`src/rtl/cast_gather_arbiter.sv`:
```
// Packet-atomic weighted arbiter sharing one cast/gather injection port between the cast and gather sources.
// Define CG_ARB_SKID_EN to insert a registered 2-entry skid buffer on the output (+1 cycle latency).
//
// state  | meaning
// IDLE   | no packet owns the port; heads from both sources arbitrated each cycle
// LOCK_C | cast packet in flight; only cast flits forwarded
// LOCK_G | gather packet in flight; only gather flits forwarded
module cast_gather_arbiter #(
    parameter int DW          = 32,
    parameter int CAST_WEIGHT = 2
) (
    input  logic          clk,
    input  logic          rstn,
    input  logic [DW-1:0] cast_data_i,
    input  logic          cast_valid_i,
    output logic          cast_ready_o,
    input  logic [DW-1:0] gather_data_i,
    input  logic          gather_valid_i,
    output logic          gather_ready_o,
    output logic [DW-1:0] cast_gather_data_o,
    output logic          cast_gather_valid_o,
    input  logic          cast_gather_ready_i,
    output logic [1:0]    grant_o,
    output logic          err_o
);
    localparam int CW = $clog2(CAST_WEIGHT + 1);
    localparam logic [CW-1:0] CNT_MAX  = CW'(CAST_WEIGHT);
    localparam logic [1:0]    T_HEAD   = 2'b00;
    localparam logic [1:0]    T_TAIL   = 2'b10;
    localparam logic [1:0]    T_SINGLE = 2'b11;

    typedef enum logic [1:0] {IDLE, LOCK_C, LOCK_G} state_t;

    state_t        state;
    logic [CW-1:0] cnt;

    logic          core_ready;
    logic          core_valid;
    logic [DW-1:0] core_data;
    logic          c_rdy, g_rdy, c_err, g_err, win_c, win_g;
    logic [1:0]    grant;

    wire [1:0] c_type    = cast_data_i[DW-1 -: 2];
    wire [1:0] g_type    = gather_data_i[DW-1 -: 2];
    wire [1:0] core_type = core_data[DW-1 -: 2];
    wire       c_head    = cast_valid_i && (c_type == T_HEAD || c_type == T_SINGLE);
    wire       g_head    = gather_valid_i && (g_type == T_HEAD || g_type == T_SINGLE);
    wire       core_xfer = core_valid && core_ready;
    wire       core_last = (core_type == T_TAIL) || (core_type == T_SINGLE);

    always_comb begin
        core_valid = 1'b0;
        core_data  = cast_data_i;
        c_rdy      = 1'b0;
        g_rdy      = 1'b0;
        c_err      = 1'b0;
        g_err      = 1'b0;
        win_c      = 1'b0;
        win_g      = 1'b0;
        grant      = 2'b00;
        case (state)
            IDLE: begin
                win_c      = c_head && (!g_head || cnt < CNT_MAX);
                win_g      = g_head && !win_c;
                // stray body/tail flits are swallowed so they cannot block the source
                c_err      = cast_valid_i && !c_head;
                g_err      = gather_valid_i && !g_head;
                core_valid = win_c || win_g;
                core_data  = win_g ? gather_data_i : cast_data_i;
                c_rdy      = win_c ? core_ready : c_err;
                g_rdy      = win_g ? core_ready : g_err;
                grant      = {win_g, win_c};
            end
            LOCK_C: begin
                core_valid = cast_valid_i;
                c_rdy      = core_ready;
                grant      = 2'b01;
            end
            LOCK_G: begin
                core_valid = gather_valid_i;
                core_data  = gather_data_i;
                g_rdy      = core_ready;
                grant      = 2'b10;
            end
            default: ;
        endcase
    end

    assign cast_ready_o   = rstn && c_rdy;
    assign gather_ready_o = rstn && g_rdy;
    assign grant_o        = rstn ? grant : 2'b00;

    always_ff @(posedge clk) begin
        if (!rstn) begin
            state <= IDLE;
            cnt   <= '0;
            err_o <= 1'b0;
        end else begin
            if (c_err || g_err)
                err_o <= 1'b1;
            case (state)
                IDLE: begin
                    if (win_c && g_head)
                        cnt <= cnt + CW'(1);
                    else if (win_g)
                        cnt <= '0;
                    if ((win_c || win_g) && !(core_xfer && core_type == T_SINGLE))
                        state <= win_c ? LOCK_C : LOCK_G;
                end
                LOCK_C, LOCK_G: begin
                    if (core_xfer && core_last)
                        state <= IDLE;
                end
                default: state <= IDLE;
            endcase
        end
    end

`ifdef CG_ARB_SKID_EN
    logic [DW-1:0] skid_mem [2];
    logic          skid_wr, skid_rd;
    logic [1:0]    skid_cnt;

    wire skid_push = core_valid && core_ready;
    wire skid_pop  = (skid_cnt != 2'd0) && cast_gather_ready_i;

    // core sees only buffer space, which breaks the ready_i -> ready_o path
    assign core_ready = (skid_cnt != 2'd2);

    always_ff @(posedge clk) begin
        if (!rstn) begin
            skid_mem[0] <= '0;
            skid_mem[1] <= '0;
            skid_wr     <= 1'b0;
            skid_rd     <= 1'b0;
            skid_cnt    <= 2'd0;
        end else begin
            if (skid_push) begin
                skid_mem[skid_wr] <= core_data;
                skid_wr           <= ~skid_wr;
            end
            if (skid_pop)
                skid_rd <= ~skid_rd;
            case ({skid_push, skid_pop})
                2'b10:   skid_cnt <= skid_cnt + 2'd1;
                2'b01:   skid_cnt <= skid_cnt - 2'd1;
                default: skid_cnt <= skid_cnt;
            endcase
        end
    end

    assign cast_gather_valid_o = rstn && (skid_cnt != 2'd0);
    assign cast_gather_data_o  = skid_mem[skid_rd];
`else
    assign core_ready          = cast_gather_ready_i;
    assign cast_gather_valid_o = rstn && core_valid;
    assign cast_gather_data_o  = core_data;
`endif

endmodule

```
`config.mk`:
```
export PLATFORM = sky130hd
export DESIGN_NAME = cast_gather_arbiter
export DESIGN_NICKNAME = d
export VERILOG_FILES = /design/src/rtl/cast_gather_arbiter.sv
export SDC_FILE = /design/constraint.sdc
export NUM_CORES = 1
export LEC_CHECK = 0
export CORE_ASPECT_RATIO = 0.5
export CORE_MARGIN = 8
export CORE_UTILIZATION = 27
export CTS_BUF_LIST = sky130_fd_sc_hd__clkbuf_16
export DETAILED_ROUTE_END_ITERATION = 16
export PLACE_DENSITY = 0.82
export SYNTH_ARGS = -nofsm -noshare
export SYNTH_HDL_FRONTEND = slang
export SYNTH_SLANG_ARGS = --single-unit
```
`constraint.sdc`:
```
create_clock -name clk -period 2.71 [get_ports clk]
set_input_delay 0.4065 -clock clk [delete_from_list [all_inputs] [get_ports clk]]
set_output_delay 0.4065 -clock clk [all_outputs]
set_load 0.02 [all_outputs]
```
Word level (Yosys, flattened, before mapping)
Index checks and enable logic that the tools add are counted.

Mux-type cells: 19. Shift-type cells: 0. $add $sub $neg: 1. $lt $le $gt $ge: 1. Bitwise operators: 0. $mul: 0. Equal/unequal tests: 8. Reduce and logical (&&, ||, !) cells: 32. Divide/modulo/power cells: 0.

Operators by type and width (count): 32-bit case mux with 2 select lines (1); 32-bit two-way mux (1); 1-bit logical AND (14); 2-bit two-way mux (6); 2-bit == test (second input constant) (5); 1-bit logical OR (7); 2-bit logical NOT (3); 1-bit two-way mux (6); 2-bit case mux with 3 select lines (1); 1-bit logical NOT (4); 2-bit != test (second input constant) (2); 1-bit case mux with 2 select lines (2); 2-bit case mux with 2 select lines (1); 2-bit AND reduction (2); 1-bit case mux with 3 select lines (1); 2-bit by 1-bit adder with 2-bit output (second input constant) (1); 2-bit by 1-bit == test with 1-bit output (second input constant) (1); 2-bit less-than comparator (second input constant) (1); 2-bit nonzero test (1); 2-bit OR reduction (1).

Bits of input ports: 69. Output and inout bits: 38. Bits in registers: 5. ROM bits: 0. RAM bits: 0. Latch bits: 0. Memories: 0.

Longest topological paths before layout
Depth after elaboration: 16. Gate-level depth with buffers: 9. Gate-level depth less buffers: 8.

Least setup slack after synthesis
No wires, ideal clock.

Path kind: register to output. Start point: register state[0]. End point: output port cast_gather_data_o[0]. Buffers on the path: 2. Cell stages (with the launch flop): 9. Slack: 465 ps. Data required time: 2304 ps. Data arrival time: 1839 ps. Path through: dfxtp_1 inv_1 ha_1 buf_2 nand2_1 a211oi_4 or2_2 clkbuf_1 a22o_1.

Longest elaborated chain between the ends: 2. Elaborated cells on any way between the ends: 3. Those cells by class: 1 x eq/ne; 1 x mux; 1 x reduce/logical.

Ends and longest elaborated chain: from (decl) (line 34) `state_t state;`; from (signal assigned) (line 108) `state <= win_c ? LOCK_C : LOCK_G;`; 2-bit == test / 2-bit logical NOT (equally long branches) (line 61) `case (state)`; 32-bit case mux with 2 select lines * (line 61); to (decl) (line 20) `output logic [DW-1:0] cast_gather_data_o,`.

Mark *: on every way between the ends. The rest lies on a longest branch, timed or not.

Worst setup path after layout
Start point: input port cast_data_i[31]. End point: output port cast_gather_data_o[8].

Longest elaborated chain between the ends: 8. Elaborated cells on any way between the ends: 9. Those cells by class: 1 x eq/ne; 2 x mux; 6 x reduce/logical.

Ends and longest elaborated chain: from (decl) (line 14) `input logic [DW-1:0] cast_data_i,`; 2-bit == test / 2-bit logical NOT (equally long branches) (line 46) `wire c_head = cast_valid_i && (c_type == T_HEAD || c_type == T_SINGLE);`; 1-bit logical OR * (line 46); 1-bit logical AND * (line 46); 1-bit logical AND * (line 63) `win_c = c_head && (!g_head || cnt < CNT_MAX);`; 1-bit logical NOT * (line 64) `win_g = g_head && !win_c;`; 1-bit logical AND * (line 64); 32-bit two-way mux * (line 69) `core_data = win_g ? gather_data_i : cast_data_i;`; 32-bit case mux with 2 select lines * (line 61).

Marked as above.

==> impl_metrics.env <==
export IMPL_synth_seq_cells=5
export IMPL_layout_nets=322
export IMPL_fp_row_count=14
export IMPL_drtAntennaViolNets=0
export IMPL_p_seq_share_pct=6.6
export IMPL_start_kind="primary input"
export IMPL_n_antenna_cell=0
export IMPL_grt_use_total_pct=16.3
export IMPL_cts_sinks=5
export IMPL_grt_ovfl_total=0
export IMPL_p_comb_share_pct=78.0
export IMPL_first_pass_iters=4
export IMPL_layout_min_cycle_time_ns=2.65
export IMPL_syn_to_final_growth_pct=137
export IMPL_drt_iter0_drc=76
export IMPL_worstHoldPathType="reg2reg"
export IMPL_gp_congestion=0.913
export IMPL_grt_pass1_wl_mm=7.54
export IMPL_worst_pin_slew_ns=0.310
export IMPL_max_cap_violations=0
export IMPL_p_leak_nw=1.01
export IMPL_cp_max_fo=17
export IMPL_num_vias=1408
export IMPL_netlist_cell_type_count=32
export IMPL_end_kind="output pin"
export IMPL_nFillCells=262
export IMPL_clkTransAtPathRegs_ns=0.03
export IMPL_p_total_w=0.00153
export IMPL_core_area_um2=3070
export IMPL_crit_arrival_ns=2.24
export IMPL_cts_setup_buffers=0
export IMPL_cts_max_level=1
export IMPL_synth_seq_area_share_pct=11.3
export IMPL_swShare_pct=47.1
export IMPL_synth_area_per_cell_um2=7.18
export IMPL_tritoncts="built"
export IMPL_cts_root_buf="clkbuf_16"
export IMPL_multiInputGateArea_um2=737
export IMPL_viasPerCell=4.89
export IMPL_antenna_found_initial=0
export IMPL_peakVddDrop_v=0.000593
export IMPL_fin_ws_ns=0.0606
export IMPL_p_sw_w=0.000720
export IMPL_place_ws_ns=-0.319
export IMPL_clkPwrFrac_pct=15.3
export IMPL_critical_path_required_ns=2.30
export IMPL_seqCellArea_um2=100
export IMPL_fin_skew_ns=0.000514
export IMPL_io_pins=107
export IMPL_dp_hpwl_mm=4.18
export IMPL_critPathKind="in2out"
export IMPL_rsz0062_at_grt="false"
export IMPL_clk_latency_ns=0.22
export IMPL_slew_viol_final=0
export IMPL_ys_warnings_count=0
export IMPL_wire_per_inst_um=16.9
export IMPL_p_per_area_nw_per_um2=731
export IMPL_grt_pass1_vias=1412
export IMPL_dieArea_um2=5470
export IMPL_synthCells=123
export IMPL_synth_fp_nets=196
export IMPL_clk_path_buf_depth=2
export IMPL_period_share_pct=97.8
export IMPL_drive_above_1_share_pct=27.8
export IMPL_timing_fmax_mhz=377
export IMPL_totalWireLength_mm=4.86
export IMPL_io_buffers=106
export IMPL_timing_slew_headroom_pct=79.2
export IMPL_setup_viol_count_final=0
export IMPL_start_util_pct=28.8
export IMPL_cts_inserted_buffers=3
export IMPL_grt_max_degree=21
export IMPL_status="complete, no violations"
export IMPL_finalHoldViolCount=0
export IMPL_netlist_area_um2=883
export IMPL_p_int_w=0.000809
export IMPL_drc=0
export IMPL_die_w_um=96.9
export IMPL_die_y_um=56.4
-- per-stage QoR --
| step | TNS [ns] | utilization, % | cell area [µm²] | hold slack, ns | std cells |
|---|---|---|---|---|---|
| after CTS | 0 | 72.4 | 2220 | 0.472 | 288 |
| after floorplan | 0 | - | 883 | 0.440 | 123 |
| after global placement | -9.68 | 69.8 | 2140 | 0.452 | 284 |
| final | 0 | 68.3 | 2090 | 0.465 | 288 |
| after detailed placement | -10.22 | 69.8 | 2140 | 0.459 | 284 |
| after global routing | 0 | 68.3 | 2090 | 0.490 | 288 |
-- layer usage --
metal,GRT usage (%),up-vias,part of all wire [%]
li1,-,714,-
met1,18.9,633,42
met2,31.2,57,52
met3,2.20,4,4.7
met4,3.47,0,1.0
met5,0,-,0
-- critical path, cell delays in order --
cell             delay (ns)
clkdlybuf4s50_1        0.46
xnor2_2                0.29
a211oi_4               0.11
or2_2                  0.31
buf_6                  0.16
a22o_1                 0.24
clkdlybuf4s15_2        0.26
-- Yosys cell counts, drive strengths merged --
library cell,instances,share of area (%)
o2111ai,1,0.99
buf,1,0.57
dfxtp,5,11
nor2b,1,0.71
or2,1,0.71
nand2,16,6.8
o21ai,4,2.3
inv,10,4.2
o211ai,1,1.4
o32a,1,1.1
a211oi,1,2.3
nor2,9,3.8
mux2i,3,3.4
ha,4,5.7
a31oi,2,1.4
xor2,1,0.99
nand3,3,1.7
and3,1,0.71
clkbuf,7,3.0
a21o,1,0.85
nor3,2,1.1
a22oi,1,0.85
a21oi,8,4.5
or3,1,0.71
o22a,1,0.99
nor4b,1,0.99
a22o,30,30
a311oi,2,2.0
nor3b,2,2.3
xnor2,2,2.8
-- cells in the final DEF, fill, tap and decap left out --
cell	synthesis	routed
dfxtp_1	5	5
or2_2	1	1
buf_4	0	21
nor2b_2	0	1
clkdlybuf4s15_1	0	1
xnor2_2	1	2
o2111ai_1	1	1
a211oi_4	1	1
a22oi_1	1	1
buf_6	0	2
nor3_1	2	2
nor2_1	9	9
o211ai_2	1	1
and3_1	1	1
a22o_1	30	30
o32a_1	1	1
nand2_1	16	16
o21ai_0	4	3
clkbuf_2	0	30
mux2i_1	3	2
o22a_1	1	1
a21oi_1	8	7
a21oi_2	0	1
a31oi_1	2	2
or3_1	1	1
dlygate4sd2_1	0	4
clkdlybuf4s50_1	0	68
a311oi_1	2	2
inv_1	10	11
clkbuf_16	0	3
mux2i_2	0	1
o21ai_1	0	1
nand3_1	3	3
clkdlybuf4s15_2	0	3
nor3b_2	1	2
ha_1	4	4
a21o_1	1	1
xor2_1	1	1
nor4b_1	1	1
-- power by group through the flow --
stage	registers (W)	clock network, W	logic (W)
2_1_floorplan	0.000103	0	0.000688
3_3_place_gp	0.000102	0	0.00130
3_5_place_dp	0.000102	0	0.00132
4_1_cts	0.000101	0.000238	0.00123
5_1_grt	0.000104	0.000246	0.00129
6_report	0.000101	0.000234	0.00119
-- kinds of logic (layout without fill, tap and decap cells) --
group	Yosys count	in the layout	share of synthesized area (%)
adder cells (fa/ha/maj)	4	4	5.67
XOR/XNOR	3	3	3.83
flip-flops	5	5	11.3
multiplexers	3	3	3.40
buffers and inverters	18	143	7.79
AND/OR/NAND/NOR	37	37	19.5
AO/OA/AOI/OAI	53	53	48.4
-- state kept, by name (all words and copies together), names as in the netlist --
name / count
state: 2
cnt: 2
err_o: 1
-- path summary, 6_finish.rpt --
path | from | end | slack [ns] | cells past startpoint
setup / recovery | cast_data_i[31] | cast_gather_data_o[8] | 0.06 | 7
hold / removal | cnt[0] | cnt[0] | 0.47 | 2
setup reg to reg | state[0] | state[0] | 0.53 | 9
hold reg to reg | cnt[0] | cnt[0] | 0.47 | 2
-- what timing repair did --
action | CTS | global route
hold endpoints to repair | 0 | 0
resized for setup | 64 | 48
hold buffers | 0 | 0
pin swaps | 1 | 0
setup endpoints to repair | 37 | 34
-- final cells by class --
class | count | share of cell area (%)
inverter | 10 | 1.79
clock inverter | 1 | 0.179
multi-input combinational | 100 | 35.2
clock buffer | 3 | 3.59
timing repair buffer | 129 | 52.1
sequential | 5 | 4.78
tap | 40 | 2.39
No activity file was read; power rests on OpenSTA's default activity.
